File: src/rtl/sq_phase_gen_if.sv
// ---------------------------------------------------------------------------
// sq_phase_gen_if
// Configuration handshake between a controller and sq_phase_gen.
//   cfg_valid  : controller offers a configuration
//   cfg_ready  : generator can take a configuration this cycle
//   cfg_period : square-wave period in ticks
//   cfg_phase  : signed phase offset in degrees (positive = i lags v)
//   cfg_err    : one-cycle pulse, the offered configuration was illegal
// Modports: master (controller side), slave (generator side).
// ---------------------------------------------------------------------------
interface sq_phase_gen_if #(
  parameter int PERIOD_W = 24
) ();
  logic                cfg_valid;
  logic                cfg_ready;
  logic [PERIOD_W-1:0] cfg_period;
  logic signed [15:0]  cfg_phase;
  logic                cfg_err;

  modport master (output cfg_valid, cfg_period, cfg_phase,
                  input  cfg_ready, cfg_err);
  modport slave  (input  cfg_valid, cfg_period, cfg_phase,
                  output cfg_ready, cfg_err);
endinterface

File: src/rtl/sq_phase_gen.sv
// ---------------------------------------------------------------------------
// sq_phase_gen
// Reference v/i square-wave pair with programmed period and signed phase
// offset, used to exercise the phase/frequency measurement path.
// Ports:
//   clk, rst     : clock, asynchronous active-low reset
//   enable       : run request; low parks the outputs
//   cfg          : configuration handshake (slave side)
//   v_square     : voltage square wave
//   i_square     : current square wave
//   square_done  : one-cycle tick strobe aligned with v/i updates
//   running      : high while the waveform is being generated
//   delay_ticks  : |phase| converted to ticks, floor(|phase|*period/360)
// ---------------------------------------------------------------------------
module sq_phase_gen #(
  parameter int PERIOD_W = 24,
  parameter int TICK_DIV = 1
) (
  input  logic                clk,
  input  logic                rst,
  input  logic                enable,
  sq_phase_gen_if.slave       cfg,
  output logic                v_square,
  output logic                i_square,
  output logic                square_done,
  output logic                running,
  output logic [PERIOD_W-1:0] delay_ticks
);
  localparam int PROD_W = PERIOD_W + 8;
  localparam int STEP_W = $clog2(PERIOD_W + 10);
  localparam int PRE_W  = (TICK_DIV > 1) ? $clog2(TICK_DIV) : 1;
  localparam logic [STEP_W-1:0] STEP_LAST = STEP_W'(PERIOD_W + 9);
  localparam logic [PRE_W-1:0]  PRE_LAST  = PRE_W'(TICK_DIV - 1);
  localparam logic [9:0]        DIVISOR   = 10'd360;

  typedef enum logic [1:0] {IDLE = 2'd0, CALC = 2'd1, RUN = 2'd2} state_t;

  state_t              state_r, state_nxt_s;
  logic [PERIOD_W-1:0] period_r, delay_r, vcnt_r, icnt_r, hold_r;
  logic [PERIOD_W-1:0] half_s, delay_src_s;
  logic [7:0]          mag_r, phase_mag_s;
  logic                neg_r, cfg_loaded_r, cfg_ready_r, cfg_err_r;
  logic                v_r, i_r, done_r, running_r;
  logic [STEP_W-1:0]   step_r;
  logic [PROD_W-1:0]   dq_r;
  logic [8:0]          rem_r;
  logic [9:0]          div_try_s;
  logic                div_ge_s;
  logic [PRE_W-1:0]    pre_r;
  logic                xfer_s, cfg_legal_s, accept_s, run_entry_s, tick_s;

  // Next counter value with wrap at period-1.
  function automatic logic [PERIOD_W-1:0] wrap_inc(input logic [PERIOD_W-1:0] c,
                                                   input logic [PERIOD_W-1:0] p);
    if (c == p - PERIOD_W'(1)) return '0;
    else return c + PERIOD_W'(1);
  endfunction

  assign xfer_s      = cfg.cfg_valid && cfg_ready_r;
  assign cfg_legal_s = (cfg.cfg_period >= PERIOD_W'(4)) &&
                       (cfg.cfg_phase >= -16'sd180) && (cfg.cfg_phase <= 16'sd180);
  assign accept_s    = xfer_s && cfg_legal_s;
  assign phase_mag_s = cfg.cfg_phase[15] ? 8'(16'd0 - cfg.cfg_phase) : cfg.cfg_phase[7:0];
  assign half_s      = period_r >> 1;
  assign div_try_s   = {rem_r, dq_r[PROD_W-1]};
  assign div_ge_s    = (div_try_s >= DIVISOR);
  // Entering RUN straight out of CALC, the fresh quotient is not yet in delay_r.
  assign delay_src_s = (state_r == CALC) ? dq_r[PERIOD_W-1:0] : delay_r;

  assign cfg.cfg_ready = cfg_ready_r;
  assign cfg.cfg_err   = cfg_err_r;
  assign v_square      = v_r;
  assign i_square      = i_r;
  assign square_done   = done_r;
  assign running       = running_r;
  assign delay_ticks   = delay_r;

  // State register.
  always_ff @(posedge clk or negedge rst) begin
    if (!rst) state_r <= IDLE;
    else      state_r <= state_nxt_s;
  end

  // Next-state logic; an illegal offer leaves the state untouched.
  always_comb begin
    state_nxt_s = state_r;
    case (state_r)
      IDLE: begin
        if (xfer_s) state_nxt_s = cfg_legal_s ? CALC : IDLE;
        else if (enable && cfg_loaded_r) state_nxt_s = RUN;
        else state_nxt_s = IDLE;
      end
      CALC: begin
        if (step_r == STEP_LAST) state_nxt_s = enable ? RUN : IDLE;
        else state_nxt_s = CALC;
      end
      RUN: begin
        if (xfer_s) state_nxt_s = cfg_legal_s ? CALC : RUN;
        else if (!enable) state_nxt_s = IDLE;
        else state_nxt_s = RUN;
      end
      default: state_nxt_s = IDLE;
    endcase
  end

  assign run_entry_s = (state_nxt_s == RUN) && (state_r != RUN);
  assign tick_s      = (state_r == RUN) && (state_nxt_s == RUN) && (pre_r == PRE_LAST);

  // Handshake outputs and configuration store.
  always_ff @(posedge clk or negedge rst) begin
    if (!rst) begin
      cfg_ready_r <= 1'b1;
      cfg_err_r   <= 1'b0;
      period_r    <= '0;
      mag_r       <= 8'd0;
      neg_r       <= 1'b0;
    end else begin
      cfg_ready_r <= (state_nxt_s != CALC);
      cfg_err_r   <= xfer_s && !cfg_legal_s;
      if (accept_s) begin
        period_r <= cfg.cfg_period;
        mag_r    <= phase_mag_s;
        neg_r    <= cfg.cfg_phase[15];
      end
    end
  end

  // Delay computation: product on step 0, one restoring-divide bit per step,
  // quotient published on the last step.
  always_ff @(posedge clk or negedge rst) begin
    if (!rst) begin
      step_r       <= '0;
      dq_r         <= '0;
      rem_r        <= 9'd0;
      delay_r      <= '0;
      cfg_loaded_r <= 1'b0;
    end else if (state_r == CALC) begin
      if (step_r == '0) begin
        dq_r   <= PROD_W'(mag_r) * PROD_W'(period_r);
        rem_r  <= 9'd0;
        step_r <= step_r + STEP_W'(1);
      end else if (step_r != STEP_LAST) begin
        dq_r   <= {dq_r[PROD_W-2:0], div_ge_s};
        rem_r  <= div_ge_s ? 9'(div_try_s - DIVISOR) : div_try_s[8:0];
        step_r <= step_r + STEP_W'(1);
      end else begin
        delay_r      <= dq_r[PERIOD_W-1:0];
        cfg_loaded_r <= 1'b1;
        step_r       <= '0;
      end
    end else begin
      step_r <= '0;
    end
  end

  // Waveform generation. Counters hold the value for the *next* tick, so the
  // entry edge already presents tick 0 on the outputs.
  always_ff @(posedge clk or negedge rst) begin
    if (!rst) begin
      pre_r <= '0; vcnt_r <= '0; icnt_r <= '0; hold_r <= '0;
      v_r <= 1'b0; i_r <= 1'b0; done_r <= 1'b0; running_r <= 1'b0;
    end else if (run_entry_s) begin
      pre_r     <= '0;
      done_r    <= 1'b1;
      running_r <= 1'b1;
      v_r       <= 1'b1;              // vcnt=0 is always below half (period >= 4)
      vcnt_r    <= PERIOD_W'(1);
      if (neg_r) begin
        // i leads: start its counter delay ticks ahead of v.
        i_r    <= (delay_src_s < half_s);
        icnt_r <= wrap_inc(delay_src_s, period_r);
        hold_r <= '0;
      end else if (delay_src_s == '0) begin
        i_r    <= 1'b1;
        icnt_r <= PERIOD_W'(1);
        hold_r <= '0;
      end else begin
        // i lags: keep it low for delay ticks, tick 0 is the first of them.
        i_r    <= 1'b0;
        icnt_r <= '0;
        hold_r <= delay_src_s - PERIOD_W'(1);
      end
    end else if (tick_s) begin
      pre_r     <= '0;
      done_r    <= 1'b1;
      running_r <= 1'b1;
      v_r       <= (vcnt_r < half_s);
      vcnt_r    <= wrap_inc(vcnt_r, period_r);
      if (hold_r != '0) begin
        i_r    <= 1'b0;
        hold_r <= hold_r - PERIOD_W'(1);
      end else begin
        i_r    <= (icnt_r < half_s);
        icnt_r <= wrap_inc(icnt_r, period_r);
      end
    end else if (state_nxt_s == RUN) begin
      pre_r     <= pre_r + PRE_W'(1);
      done_r    <= 1'b0;
      running_r <= 1'b1;
    end else begin
      pre_r     <= '0;
      v_r       <= 1'b0;
      i_r       <= 1'b0;
      done_r    <= 1'b0;
      running_r <= 1'b0;
    end
  end
endmodule

File: src/flat_wrapper.sv
// flat-port wrapper written by rule: the top's interface ports become plain ports
module sq_phase_gen_flat 
#(
  parameter int PERIOD_W = 24,
  parameter int TICK_DIV = 1
)
  (clk, rst, enable, v_square, i_square, square_done, running, delay_ticks, cfg_cfg_valid, cfg_cfg_period, cfg_cfg_phase, cfg_cfg_ready, cfg_cfg_err);
  sq_phase_gen_if #(.PERIOD_W(PERIOD_W)) cfg_i ();
  input  logic clk;
  input  logic rst;
  input  logic enable;
  output logic v_square;
  output logic i_square;
  output logic square_done;
  output logic running;
  output logic [PERIOD_W-1:0] delay_ticks;
  input wire logic [$bits(cfg_i.cfg_valid)-1:0] cfg_cfg_valid;
  input wire logic [$bits(cfg_i.cfg_period)-1:0] cfg_cfg_period;
  input wire logic [$bits(cfg_i.cfg_phase)-1:0] cfg_cfg_phase;
  output wire logic [$bits(cfg_i.cfg_ready)-1:0] cfg_cfg_ready;
  output wire logic [$bits(cfg_i.cfg_err)-1:0] cfg_cfg_err;
  assign cfg_i.cfg_valid = cfg_cfg_valid;
  assign cfg_i.cfg_period = cfg_cfg_period;
  assign cfg_i.cfg_phase = cfg_cfg_phase;
  assign cfg_cfg_ready = cfg_i.cfg_ready;
  assign cfg_cfg_err = cfg_i.cfg_err;
  sq_phase_gen #(.PERIOD_W(PERIOD_W), .TICK_DIV(TICK_DIV)) u_core (.clk(clk), .rst(rst), .enable(enable), .cfg(cfg_i), .v_square(v_square), .i_square(i_square), .square_done(square_done), .running(running), .delay_ticks(delay_ticks));
endmodule
File: config.mk
export PLATFORM = sky130hd
export DESIGN_NAME = sq_phase_gen_flat
export DESIGN_NICKNAME = d
export VERILOG_FILES = /design/src/rtl/sq_phase_gen_if.sv /design/src/rtl/sq_phase_gen.sv /design/src/flat_wrapper.sv
export SDC_FILE = /design/constraint.sdc
export NUM_CORES = 1
export LEC_CHECK = 0
export CAP_MARGIN = 10
export CELL_PAD_IN_SITES_DETAIL_PLACEMENT = 2
export CELL_PAD_IN_SITES_GLOBAL_PLACEMENT = 2
export CORE_UTILIZATION = 40
export CTS_BUF_LIST = sky130_fd_sc_hd__clkbuf_8
export DETAILED_ROUTE_END_ITERATION = 16
export GPL_TIMING_DRIVEN = 0
export PLACE_DENSITY_LB_ADDON = 0.1
export SYNTH_ARGS = -nofsm -noshare
export SYNTH_HDL_FRONTEND = slang
export SYNTH_SLANG_ARGS = --single-unit
File: constraint.sdc
create_clock -name clk -period 6.5 [get_ports clk]
set_input_delay 1.3 -clock clk [delete_from_list [all_inputs] [get_ports clk]]
set_output_delay 1.3 -clock clk [all_outputs]
set_load 0.05 [all_outputs]
==> impl_metrics.env, run 1 <==
export IMPL_status="complete, no violations"
export IMPL_grt_pass1_vias=19767
export IMPL_overflow=0
export IMPL_cts_clk_slew_worst_paths_ns=0.11
export IMPL_place_hpwl_um=62600
export IMPL_start_util_pct=40.5
export IMPL_dr_first_iter_drc_count=921
export IMPL_start_kind="flip-flop"
export IMPL_cts_root_buf="clkbuf_8"
export IMPL_hold_buffers=0
export IMPL_grt_max_degree=110
export IMPL_worst_slew_pin_slew_ns=1.30
export IMPL_cp_common_cell="fa_1"
export IMPL_gp_congestion=0.895
export IMPL_rrSetupSlack_ns=0.27
export IMPL_clk_latency_ns=0.58
export IMPL_end_kind="flip-flop"
export IMPL_avgSynthCellArea_sq_um=8.86
export IMPL_ant_nets=0
export IMPL_drv_slew=0
export IMPL_timing_critical_path_cells="clkbuf_1, clkbuf_4, and2_1, fa_1, fa_1, fa_1, inv_1, fa_1, inv_1, ha_1, and4_1, nand2_1, or3_1, a211o_1, a41o_1, o21ai_0, a41oi_1, or4_1, nand3_1"
export IMPL_crit_required_ns=7.02
export IMPL_setup_viol=0
export IMPL_arrival_ns=6.75
export IMPL_first_pass_iters=5
export IMPL_die_area_sq_mm=0.0503
export IMPL_wl_per_cell_um=25.8
export IMPL_drive_gt1_share_pct=6.52
export IMPL_synth_largest_area_cell="dfrtp_1"
export IMPL_fp_row_count=81
export IMPL_fin_tns_setup_ns=0
export IMPL_cts_tree="done"
export IMPL_slew_headroom_pct=13.2
export IMPL_cts_made_buffers=17
export IMPL_synthDistinctLibCells=87
export IMPL_critical_path_top_delay_family="adder cells"
export IMPL_synth_seq_cells=186
export IMPL_nFillCells=5524
export IMPL_criticalPathCategory="flip-flop to flip-flop"
export IMPL_hold_path_class="flip-flop to flip-flop"
export IMPL_r2r_end="u_core.dq_r[30]"
export IMPL_fp_coreArea_sq_mm=0.0488
export IMPL_finalCritPeriodShare_pct=95.8
export IMPL_grt_pass1_wl_um=120000
export IMPL_antenna_found_initial=2
export IMPL_dieHeight_um=224
export IMPL_clockBufferDepth=2
export IMPL_max_cap_viol_count=0
export IMPL_yosysTopAreaCellShare_pct=23.4
export IMPL_grt_use_total_pct=32.0
export IMPL_netlist_area_sq_mm=0.0198
export IMPL_routed_wl_um=77500
export IMPL_critical_path_max_fanout=11
export IMPL_post_cts_buffers=0
export IMPL_cp_slowest_stage_delay_ns=0.57
export IMPL_critPathBufInv=4
export IMPL_skew_ns=0.0240
export IMPL_startpoint="u_core.period_r[11]"
export IMPL_h_tree_depth=4
export IMPL_cts_sinks=186
export IMPL_whs_path_depth=1
export IMPL_finalNetCount=2625
export IMPL_syn_nets=2537
export IMPL_synth_edf_count=0
export IMPL_netlist_instances=2231
export IMPL_ys_warn_count=0
export IMPL_min_to="u_core.cfg_loaded_r"
export IMPL_synth_area_top_cells="dfrtp_1 23%, fa_1 13%, ha_1 8.2%, xnor2_1 5.5%, and2_1 4.8%"
export IMPL_pin_count=74
export IMPL_reg2reg_from="u_core.period_r[11]"
export IMPL_postSynth_topFlopCell="dfrtp_1"
export IMPL_async_flop_share_pct=100
export IMPL_fmax_mhz=161
export IMPL_drc=0
export IMPL_period_needed_ns=6.23
export IMPL_area_growth_pct=10.3
export IMPL_reg2regPathDepth=19
export IMPL_vias_per_cell=5.80
export IMPL_slowest_stage="fa_1"
export IMPL_ys_seq_area_share_pct=23.6
export IMPL_port_buffers=72
export IMPL_hold_viol=0
export IMPL_vias=17419
export IMPL_die_x_um=224
export IMPL_hp_start="u_core.cfg_loaded_r"
-- layout by cell type (no fill, tap or decap), types with 23 or more instances in the layout --
master           count
mux2i_1             34
fa_1               132
nand3_1             69
and2_1             153
a21o_1              28
nand4_1             47
clkdlybuf4s50_1     71
mux2_2              54
o21ai_0             86
nor2_1             116
nor4_1              36
nor3_1              43
o22ai_1             39
nand2_1            186
a31oi_1             23
and3_1              32
inv_1              224
dfrtp_1            183
xnor2_1            125
clkbuf_1            66
a21oi_1             81
xor2_1              53
ha_1               130
-- through the flow --
stage | hold WS, ns | cell area, sq um | instances | utilization [%] | setup slack (ns)
finish | 0.483 | 21800 | 3001 | 44.6 | 0.273
detailed placement | 0.463 | 21400 | 2969 | 43.7 | -0.125
global placement | 0.452 | 21300 | 2967 | 43.6 | -4.27
CTS | 0.488 | 21800 | 3001 | 44.6 | 0.00794
floorplan | 0.438 | 19800 | 2231 | - | 0.929
global route | 0.507 | 21800 | 2996 | 44.6 | -0.000254
-- state kept, by name, indices dropped and copies added, names as in the netlist, 2 cells and up --
signal / count
u_core.state_r: 2
u_core.vcnt_r: 24
u_core.hold_r: 24
u_core.step_r: 6
u_core.dq_r: 32
u_core.rem_r: 9
u_core.icnt_r: 24
u_core.delay_ticks: 24
u_core.period_r: 24
u_core.mag_r: 8
-- routing by layer --
| metal | track usage, % | up-vias | part of all wire (%) |
|---|---|---|---|
| li1 | - | 7839 | - |
| met1 | 38.2 | 9181 | 41 |
| met2 | 58.5 | 279 | 52 |
| met3 | 3.50 | 120 | 2.7 |
| met4 | 12.5 | 0 | 3.6 |
| met5 | 0 | - | 0 |
-- worst max path at each step --
stage	endpoint	slack, ns	cells past startpoint
after floorplan	u_core.dq_r[30]	0.93	19
after global placement	u_core.rem_r[6]	-4.27	1
after detailed placement	u_core.dq_r[30]	-0.13	19
after CTS	u_core.dq_r[30]	0.008	19
after global routing	u_core.dq_r[30]	-0.0003	19
final	u_core.dq_r[30]	0.27	19
-- synth_stat cells, types with 17 or more instances --
cell	number
a21o_1	28
mux2_2	54
nand2_1	186
mux2i_1	34
o21ai_0	86
xnor2_1	125
dfrtp_1	185
a31oi_1	23
a21oi_1	81
inv_1	222
nor4_1	36
and3_1	32
xnor3_1	17
nor3_1	43
nand3_1	69
nor2_1	116
nand2b_1	18
xor2_1	53
clkbuf_1	86
o22ai_1	39
nor2b_1	18
ha_1	130
nand4_1	47
and2_1	153
fa_1	132
-- logic make-up after synthesis --
kind of cell               share of synthesized area [%]
xor gates and xnor gates                            9.83
buffers and inverters                               6.48
AOI/OAI and AO/OA                                   11.8
other                                             0.0190
muxes                                               4.80
DFF                                                 23.6
and+or+nand+nor                                     21.9
adders and majority gates                           21.6
-- final cells by class --
type | count | area [sq um] | area share, %
well taps | 664 | 831 | 3.81
clock buffers | 17 | 234 | 1.07
multi-input cells | 1716 | 13800 | 63.4
plain buffers | 100 | 443 | 2.03
inverters | 223 | 837 | 3.84
diodes | 5 | 12.5 | 0.0574
repair buffers | 75 | 768 | 3.52
clock inverters | 15 | 186 | 0.855
flip-flops and latches | 186 | 4660 | 21.4
-- timing repair --
| action | CTS | global route |
|---|---|---|
| setup endpoints to repair | 3 | 5 |
| pin swaps | 0 | 0 |
| resized for setup | 4 | 28 |
Power of run 1 is left out: the tool's default activity adds up to more than one toggle a clock period on the data nets, which glitch-free logic cannot reach.
==> run 2, diff against run 1 <==
--- a/config.mk
+++ b/config.mk
@@ -5,6 +5,7 @@
 export SDC_FILE = /design/constraint.sdc
 export NUM_CORES = 1
 export LEC_CHECK = 0
+export ABC_AREA = 0
 export CAP_MARGIN = 10
 export CELL_PAD_IN_SITES_DETAIL_PLACEMENT = 2
 export CELL_PAD_IN_SITES_GLOBAL_PLACEMENT = 2
==> results of run 2 <==
Final layout, timing and power as in run 1 (identical DEF).
Power of run 2 is left out for the same reason.
